**config.mk**
```make
export PLATFORM = sky130hd
export DESIGN_NAME = vga_timing_gen
export DESIGN_NICKNAME = d
export VERILOG_FILES = /design/src/rtl/vga_timing_pkg.sv /design/src/rtl/vga_axis_counter.sv /design/src/rtl/vga_timing_gen.sv
export SDC_FILE = /design/constraint.sdc
export NUM_CORES = 1
export LEC_CHECK = 0
export ABC_AREA = 1
export BUFFER_PORTS_ARGS = -buffer_cell sky130_fd_sc_hd__buf_2
export CAP_MARGIN = 20
export CELL_PAD_IN_SITES_DETAIL_PLACEMENT = 0
export CELL_PAD_IN_SITES_GLOBAL_PLACEMENT = 1
export CORE_ASPECT_RATIO = 1.2
export CORE_MARGIN = 2
export CORE_UTILIZATION = 41
export CTS_CLUSTER_SIZE = 8
export DETAILED_ROUTE_END_ITERATION = 12
export PLACE_DENSITY = 0.8
export SYNTH_ARGS = -nofsm -noshare
export SYNTH_HDL_FRONTEND = slang
export SYNTH_SLANG_ARGS = --single-unit
```
**constraint.sdc**
```tcl
create_clock -name clk -period 1.9 [get_ports clk]
set_clock_uncertainty 0.1 [all_clocks]
set_input_delay 0.19 -clock clk [delete_from_list [all_inputs] [get_ports clk]]
set_output_delay 0.19 -clock clk [all_outputs]
set_load 0.02 [all_outputs]
```
**src/rtl/vga_timing_pkg.sv**
```systemverilog
// Shared types, default 640x480@60 raster constants and line/frame total helpers
// for the VGA timing generator.
package vga_timing_pkg;

  typedef logic [31:0] coord_t;

  localparam coord_t DEF_H_ACTIVE = 32'd640;
  localparam coord_t DEF_H_FP     = 32'd16;
  localparam coord_t DEF_H_SYNC   = 32'd96;
  localparam coord_t DEF_H_BP     = 32'd48;
  localparam coord_t DEF_V_ACTIVE = 32'd480;
  localparam coord_t DEF_V_FP     = 32'd10;
  localparam coord_t DEF_V_SYNC   = 32'd2;
  localparam coord_t DEF_V_BP     = 32'd33;
  localparam logic   DEF_HS_POL   = 1'b0;
  localparam logic   DEF_VS_POL   = 1'b0;
  localparam coord_t DEF_PIX_DIV  = 32'd4;

  function automatic coord_t axis_total(input coord_t active, input coord_t fp,
                                        input coord_t sync, input coord_t bp);
    return active + fp + sync + bp;
  endfunction

  function automatic coord_t h_total(input coord_t active, input coord_t fp,
                                     input coord_t sync, input coord_t bp);
    return axis_total(active, fp, sync, bp);
  endfunction

  function automatic coord_t v_total(input coord_t active, input coord_t fp,
                                     input coord_t sync, input coord_t bp);
    return axis_total(active, fp, sync, bp);
  endfunction

endpackage

```
**src/rtl/vga_axis_counter.sv**
```systemverilog
// One raster axis: counts 0..TOTAL-1, stepping when en & wrap_in, and flags the
// step that wraps plus the sync-pulse window for the current count.
module vga_axis_counter
  import vga_timing_pkg::*;
#(
  parameter coord_t ACTIVE = DEF_H_ACTIVE,
  parameter coord_t FP     = DEF_H_FP,
  parameter coord_t SYNC   = DEF_H_SYNC,
  parameter coord_t BP     = DEF_H_BP
) (
  input  logic   clk,
  input  logic   rst,
  input  logic   en,
  input  logic   wrap_in,
  output coord_t count,
  output logic   wrap_out,
  output logic   sync_window
);

  localparam coord_t TOTAL      = axis_total(ACTIVE, FP, SYNC, BP);
  localparam coord_t SYNC_START = ACTIVE + FP;
  localparam coord_t SYNC_END   = ACTIVE + FP + SYNC;

  coord_t count_r;
  logic   step_s;
  logic   last_s;

  assign step_s = en & wrap_in;
  assign last_s = (count_r == TOTAL - 32'd1);

  // Position counter, wrapping to zero after the last position of the axis.
  always_ff @(posedge clk) begin
    if (rst) begin
      count_r <= 32'd0;
    end else if (step_s) begin
      if (last_s) begin
        count_r <= 32'd0;
      end else begin
        count_r <= count_r + 32'd1;
      end
    end
  end

  assign count       = count_r;
  assign wrap_out    = step_s & last_s;
  assign sync_window = (count_r >= SYNC_START) && (count_r < SYNC_END);

endmodule

```
**src/rtl/vga_timing_gen.sv**
```systemverilog
// VGA raster timing generator: registered x/y/active/sync/start strobes, one tick late.
// Optional pixel-clock divider enabled by defining VGA_PIX_DIV_EN.
module vga_timing_gen
  import vga_timing_pkg::*;
#(
`ifdef VGA_PIX_DIV_EN
  parameter coord_t PIX_DIV  = DEF_PIX_DIV,
`endif
  parameter coord_t H_ACTIVE = DEF_H_ACTIVE,
  parameter coord_t H_FP     = DEF_H_FP,
  parameter coord_t H_SYNC   = DEF_H_SYNC,
  parameter coord_t H_BP     = DEF_H_BP,
  parameter coord_t V_ACTIVE = DEF_V_ACTIVE,
  parameter coord_t V_FP     = DEF_V_FP,
  parameter coord_t V_SYNC   = DEF_V_SYNC,
  parameter coord_t V_BP     = DEF_V_BP,
  parameter logic   HS_POL   = DEF_HS_POL,
  parameter logic   VS_POL   = DEF_VS_POL
) (
  input  logic        clk,
  input  logic        rst,
  output logic [31:0] x,
  output logic [31:0] y,
  output logic        active,
  output logic        hsync,
  output logic        vsync,
  output logic        line_start,
  output logic        frame_start,
  output logic        pix_valid
);

  logic   tick_s;
  coord_t h_cnt_s;
  coord_t v_cnt_s;
  logic   h_wrap_s;
  logic   v_wrap_unused_s;
  logic   hs_win_s;
  logic   vs_win_s;

`ifdef VGA_PIX_DIV_EN
  coord_t div_r;

  // Pixel divider: a tick fires on the last clk of each pixel period.
  always_ff @(posedge clk) begin
    if (rst) begin
      div_r <= 32'd0;
    end else if (tick_s) begin
      div_r <= 32'd0;
    end else begin
      div_r <= div_r + 32'd1;
    end
  end

  assign tick_s = (div_r == PIX_DIV - 32'd1);
`else
  assign tick_s = 1'b1;
`endif

  vga_axis_counter #(
    .ACTIVE(H_ACTIVE), .FP(H_FP), .SYNC(H_SYNC), .BP(H_BP)
  ) u_h_axis (
    .clk(clk), .rst(rst), .en(tick_s), .wrap_in(1'b1),
    .count(h_cnt_s), .wrap_out(h_wrap_s), .sync_window(hs_win_s)
  );

  vga_axis_counter #(
    .ACTIVE(V_ACTIVE), .FP(V_FP), .SYNC(V_SYNC), .BP(V_BP)
  ) u_v_axis (
    .clk(clk), .rst(rst), .en(h_wrap_s), .wrap_in(tick_s),
    .count(v_cnt_s), .wrap_out(v_wrap_unused_s), .sync_window(vs_win_s)
  );

  coord_t x_r;
  coord_t y_r;
  logic   active_r;
  logic   hsync_r;
  logic   vsync_r;
  logic   line_start_r;
  logic   frame_start_r;
  logic   pix_valid_r;

  // Output stage: snapshot the counter position on each tick, hold otherwise.
  always_ff @(posedge clk) begin
    if (rst) begin
      x_r           <= 32'd0;
      y_r           <= 32'd0;
      active_r      <= 1'b0;
      hsync_r       <= ~HS_POL;
      vsync_r       <= ~VS_POL;
      line_start_r  <= 1'b0;
      frame_start_r <= 1'b0;
      pix_valid_r   <= 1'b0;
    end else begin
      pix_valid_r <= tick_s;
      if (tick_s) begin
        x_r           <= h_cnt_s;
        y_r           <= v_cnt_s;
        active_r      <= (h_cnt_s < H_ACTIVE) && (v_cnt_s < V_ACTIVE);
        hsync_r       <= hs_win_s ? HS_POL : ~HS_POL;
        vsync_r       <= vs_win_s ? VS_POL : ~VS_POL;
        line_start_r  <= (h_cnt_s == 32'd0);
        frame_start_r <= (h_cnt_s == 32'd0) && (v_cnt_s == 32'd0);
      end
    end
  end

  assign x           = x_r;
  assign y           = y_r;
  assign active      = active_r;
  assign hsync       = hsync_r;
  assign vsync       = vsync_r;
  assign line_start  = line_start_r;
  assign frame_start = frame_start_r;
  assign pix_valid   = pix_valid_r;

endmodule

```
[Yosys cells after proc, flatten, opt, wreduce, memory -nomap -nowiden]
Cells that the tools add are included.
Storage, ports and cells
  memories kept: 0
  flip-flop bits (word level): 134
  output and inout bits: 70
  bits in latches: 0
  word-level logic and storage cells: 31
  memory bits (read-only): 0
  RAM bits: 0
Cells by class
  equal/unequal tests: 2
  bitwise gates (word level): 0
  add/subtract/negate cells: 2
  shift operators: 0
  multiplexer cells: 4
  reductions and logical operators: 7
  div/mod/pow operators: 0
  multiply operators: 0
  $lt $le $gt $ge: 6
Operators by type and width (count)
  adder 32 x 1 -> 32 bit (second input constant): 2
  == test 32 x 10 -> 1 bit (second input constant): 2
  zero test 32 bit: 2
  < comparator 32 x 10 -> 1 bit (second input constant): 2
  < comparator 32 x 9 -> 1 bit (second input constant): 2
  greater-or-equal comparator 32 x 10 -> 1 bit (second input constant): 1
  greater-or-equal comparator 32 x 9 -> 1 bit (second input constant): 1
  2-to-1 mux 32 bit: 1
  logical AND 1 bit: 4
  2-to-1 mux 1 bit: 3
  OR reduction 2 bit: 1

[Longest topological paths before layout]
  depth in word-level cells: 3
  depth in mapped cells: 13
  depth with buffers taken out: 12

[By module]
Synthesis repeated with hierarchy kept, for this count alone.
Second synthesis, totals
  cells, all modules: 868
  area total of the unflattened synthesis: 6077.1 um2
By module, submodules not included
  vga_timing_gen: area an instance 2254.7 um2, times used 1, cells an instance 282, seq. area each 1401.3 um2
  vga_axis_counter at u_h_axis: area an instance 1913.1 um2, times used 1, cells an instance 284, seq. area each 640.6 um2
  vga_axis_counter at u_v_axis: area an instance 1909.3 um2, times used 1, cells an instance 302, seq. area each 640.6 um2

[Least setup slack after synthesis]
OpenSTA, ideal clock, no wires.
  path kind: reg2reg
  start point: register u_h_axis.count_r[0], in the netlist u_h_axis.count[0]
  end point: register u_v_axis.count_r[2], in the netlist u_v_axis.count[2]
  arrival: 1.405 ns
  stages on the path, launching flop included: 14
  data required time: 1.685 ns
  setup slack: 0.280 ns
  cells stage by stage: dfxtp_1 ha_1 nand3_4 clkinv_4 nand2_2 inv_2 nand2_4 inv_2 nand2_4 nand2_2 buf_6 nand2_4 nand2_1 nor2_1
On the way
  word-level cells in the longest chain between the ends: 1
RTL lines
  start: declaration: RTL line vga_axis_counter.sv:24  | coord_t count_r;
  start signal: assignment: RTL line vga_axis_counter.sv:39  | count_r <= count_r + 32'd1;
  == test 32 x 10 -> 1 bit: RTL line vga_axis_counter.sv:29  | assign last_s = (count_r == TOTAL - 32'd1);
  end signal: assignment: RTL line vga_axis_counter.sv:39
  end: declaration: RTL line vga_axis_counter.sv:24
No other way between the ends.
A chain may end at the register's enable or synchronous reset.

[Final worst setup path]
  start point: register u_h_axis.count_r[5], in the netlist u_h_axis.count[5]
  end point: register u_h_axis.count_r[26], in the netlist u_h_axis.count[26]
On the way
  word-level cells in the longest chain between the ends: 2
  elaborated cells between the ends (all ways): 3
  those cells by class: add/sub: 1; eq/ne: 1; reduce/logical: 1
RTL lines
  parallel branches: the longest is 2 deep, another holds adder 32 x 1 -> 32 bit
Several ways; the timed one is not identified.

==> impl_summary.log <==
[metrics] setup tns final: 0 ps
[metrics] buffer type at the clock tree root: sky130_fd_sc_hd__clkbuf_16
[metrics] cell repeated most along the worst path: sky130_fd_sc_hd__nand2_1
[metrics] tightest slew margin relative to the limit: 69.8%
[metrics] number of distinct library cells after synthesis: 33
[metrics] Die X: 115 µm
[metrics] CP endpoint kind: register
[metrics] clock period minus worst slack: approximately 1700 ps
[metrics] Inserted Clock Buffers: 17
[metrics] number of global-route vias before repair: around 5500
[metrics] Least-Margin Pin Slew: 452 ps
[metrics] dominant delay contributor by cell family on the critical path: simple AND/OR/NAND/NOR gates
[metrics] floorplan row count: 48
[metrics] number of hold buffers added after cts: 0
[metrics] Final #Nets: 1031
[metrics] cell area after layout: 0.00763 mm²
[metrics] period utilization: 91.0%
[metrics] flip-flop and latch count after synthesis: ~130
[metrics] RSZ-0062 raised after global routing: false
[metrics] outcome: completed
[metrics] number of buffer and inverter instances along the worst setup path: 1
[metrics] detailed placement HPWL: between 10000 and 15000 µm
[metrics] clock input transition at the sequential cells of the worst setup and hold paths: 60 ps
[metrics] Core Footprint: 0.0145 mm²
[metrics] post-synthesis area per instance: approximately 6.7 µm²
[metrics] total congestion overflow: 0
[metrics] worst reg2reg startpoint: u_h_axis.count[5]
[metrics] leakage power: 0.00338 µW
[metrics] I/O pin total: 72
[metrics] H-tree depth: 4
[metrics] Pre-Repair DR Iteration Count: 5
[metrics] signed area change from the synthesized netlist to the final layout: 24.8%
[metrics] final total power: ~6600 µW
[metrics] synthesized area: 0.00611 mm²
[metrics] Worst setup SP type: register
[metrics] Die Outline Area: between 0.015 and 0.02 mm²
[metrics] WS Path Type: reg2reg
[metrics] DR iter-0 viols: ~300
[metrics] worst-case clock buffer depth: 2
[metrics] worst path required time: ~2100 ps
[metrics] ratio of total power to cell area: 865 mW/mm²
[metrics] number of pins with negative max-slew slack in the final report: 0
[metrics] gr usage total: 22.5%
[metrics] starting density of the core: 42.2%
[metrics] DR WL/cell: 13.6 µm
[metrics] Setup crit start: u_h_axis.count[5]
[metrics] post-synthesis cell count: roughly 900
[metrics] number of vias in the routed layout: 5807
[metrics] reg2reg path depth: 9
[metrics] Antenna Nets Post-Route: 0
[metrics] register-to-register path setup slack: 170 ps
[metrics] Setup Viol. Count Final: 0
[metrics] path class of the lowest-slack min-delay path: in2reg
[metrics] largest net degree at the start of global routing: 46
[metrics] sequential cell area fraction in the yosys report: between 40% and 50%
[metrics] cell depth of the worst hold path: 2
[metrics] crit-path cells: nand2_1 -> nor3_2 -> nand2_1 -> nor2_1 -> nand2_1 -> nand2_1 -> nand2_1 -> nand2_1 -> inv_1
[metrics] DRC errors left: 0
[metrics] Max Cap Viol: 0
[metrics] global-route wire length before repair: 27300 µm
[metrics] weighted congestion at the end of routability-driven global placement: 0.876
[metrics] capture instance of the worst register-to-register path: u_h_axis.count[26]
[metrics] Critical Path AT: approximately 2000 ps
[metrics] yosys synthesis warning count: 0
[metrics] largest vdd supply drop: approximately 0.00054 V
[metrics] Post-Route WL: around 17000 µm
[metrics] number of buffers inserted by port buffering: around 70
[metrics] CTS sink cnt: 134
[metrics] Placement Cell Area: approximately 0.0069 mm²
[metrics] hold path start: rst
[metrics] highest cell delay on the worst timing path: 390 ps
[metrics] Net Count, Synth: 918
[metrics] cell with the largest stage delay on the worst path: sky130_fd_sc_hd__dfxtp_1
[metrics] CP max FO: 5
[metrics] TritonCTS clock tree: yes
[metrics] Skew-Pair Late Insertion Delay: 430 ps
[metrics] upper clock frequency limit: 578 MHz
[metrics] Hold Path End: pix_valid
[metrics] worst setup slack after placement: -2.83 ps
[metrics] smallest setup slack after layout: 170 ps
[metrics] antenna violations before repair: 0
[metrics] antenna cell count: 0
[metrics] share of cells above drive strength 1: between 10% and 20%
[metrics] height of the die: around 140 µm
[metrics] count of final hold-check violations: 0
[metrics] ratio of routed vias to standard cells: approximately 4.7
==> power by group <==
group	leakage, µW	total (µW)	switching, µW	internal [µW]
sequential	0.00108	2830	7.98	2830
clock	0.000306	3650	1250	2400
combinational	0.00199	115	84.5	30.9
==> worst reg2reg max path: stages (launching register included) <==
cell and delay [ps]:
sky130_fd_sc_hd__dfxtp_1 390, sky130_fd_sc_hd__nand2_1 130, sky130_fd_sc_hd__nor3_2 250, sky130_fd_sc_hd__nand2_1 210
sky130_fd_sc_hd__nor2_1 280, sky130_fd_sc_hd__nand2_1 90, sky130_fd_sc_hd__nand2_1 60, sky130_fd_sc_hd__nand2_1 40
sky130_fd_sc_hd__nand2_1 60, sky130_fd_sc_hd__inv_1 40
==> sequential cells by signal (all words and copies together) (netlist names) <==
name / cells
frame_start: 1
hsync: 1
u_h_axis.count: 32
y: 32
vsync: 1
line_start: 1
u_v_axis.count: 32
x: 32
active: 1
pix_valid: 1
==> through the flow <==
| step | instances | hold slack, ps | utilization [%] |
|---|---|---|---|
| after detailed placement | 1205 | 365 | 47.9 |
| final | 1237 | 49.3 | 52.7 |
| after global placement | 1205 | 356 | 47.9 |
| after CTS | 1237 | 43.3 | 52.5 |
| after floorplan | 911 | 212 | - |
| after global routing | 1237 | 62.3 | 52.7 |
==> Yosys cell counts <==
cell | count | area (µm²)
sky130_fd_sc_hd__buf_6 | 2 | 22.5
sky130_fd_sc_hd__nand3_4 | 1 | 17.5
sky130_fd_sc_hd__nor4_1 | 2 | 12.5
sky130_fd_sc_hd__nand2_1 | 265 | 995
sky130_fd_sc_hd__buf_8 | 1 | 15.0
sky130_fd_sc_hd__nand3_2 | 6 | 60.1
sky130_fd_sc_hd__nor2_1 | 194 | 728
sky130_fd_sc_hd__nor3_2 | 1 | 10.0
sky130_fd_sc_hd__inv_1 | 101 | 379
sky130_fd_sc_hd__nand2_2 | 3 | 18.8
sky130_fd_sc_hd__o21ai_0 | 13 | 65.1
sky130_fd_sc_hd__ha_1 | 5 | 62.6
sky130_fd_sc_hd__a31oi_1 | 1 | 6.26
sky130_fd_sc_hd__nor2_2 | 6 | 37.5
sky130_fd_sc_hd__clkbuf_8 | 1 | 13.8
sky130_fd_sc_hd__nand3b_1 | 4 | 30.0
sky130_fd_sc_hd__buf_2 | 4 | 20.0
sky130_fd_sc_hd__clkinv_4 | 1 | 8.76
sky130_fd_sc_hd__nand4_1 | 14 | 87.6
sky130_fd_sc_hd__nor2_4 | 3 | 33.8
sky130_fd_sc_hd__buf_4 | 1 | 7.51
sky130_fd_sc_hd__nor3b_1 | 1 | 7.51
sky130_fd_sc_hd__nor3_1 | 17 | 85.1
sky130_fd_sc_hd__nor2_8 | 1 | 20.0
sky130_fd_sc_hd__nand3_1 | 68 | 340
sky130_fd_sc_hd__clkbuf_1 | 8 | 30.0
sky130_fd_sc_hd__buf_12 | 1 | 20.0
sky130_fd_sc_hd__buf_1 | 1 | 3.75
sky130_fd_sc_hd__inv_2 | 5 | 18.8
sky130_fd_sc_hd__dfxtp_1 | 134 | 2680
sky130_fd_sc_hd__a21oi_1 | 38 | 190
sky130_fd_sc_hd__xor2_1 | 4 | 35.0
sky130_fd_sc_hd__nand2_4 | 4 | 45.0
==> logic make-up after synthesis <==
| family | Yosys count | synth area share (%) |
|---|---|---|
| flops | 134 | 43.9 |
| xor+xnor | 4 | 0.573 |
| buf+inv | 126 | 8.83 |
| compound gates | 52 | 4.28 |
| simple gates | 590 | 41.4 |
| fa+ha+maj | 5 | 1.02 |
==> final cells by class <==
cell class	count	area [µm²]
clock buffers	21	460
clock inverters	11	198
fillers	1506	6850
inverters	107	407
multi-input cells	651	2920
flip-flops and latches	134	2690
well taps	200	250
repair buffers	113	708
==> routing by layer <==
metal  vias up  GRT usage (%)  part of all wire [%]
li1       3057              -                     -
met1      2583           25.4                    41
met2       128           40.0                    52
met3        39           4.97                   3.8
met4         0           10.6                   3.2
met5         -              0                     0
==> worst max-delay path by stage <==
stage / to / slack (ps) / depth (start not counted)
2_1_floorplan: u_v_axis.count[2] / 280 / 13
3_3_place_gp: u_h_axis.count[18] / -8 / 8
3_5_place_dp: u_h_axis.count[18] / -3 / 8
4_1_cts: u_h_axis.count[18] / 80 / 8
5_1_grt: u_v_axis.count[11] / 0.6 / 9
6_report: u_h_axis.count[26] / 170 / 9
==> layout by cell type (no fill, tap or decap), drive strengths merged <==
master	Yosys	routed
nand2	272	272
nor2	204	204
dfxtp	134	134
buf	10	113
inv	106	106
nand3	75	75
a21oi	38	38
clkbuf	9	21
nor3	18	18
nand4	14	14
o21ai	13	13
bufinv	0	5
ha	5	5
xor2	4	4
nand3b	4	4
clkinvlp	0	4
clkinv	1	3
nor4	2	2
nor3b	1	1
a31oi	1	1
==> what timing repair did <==
item	in CTS	in global routing
endpoints found under the hold margin	0	0
gates resized for setup	2	10
setup buffers	0	0
setup endpoints to repair	3	13
(Power assumes the default switching activity.)
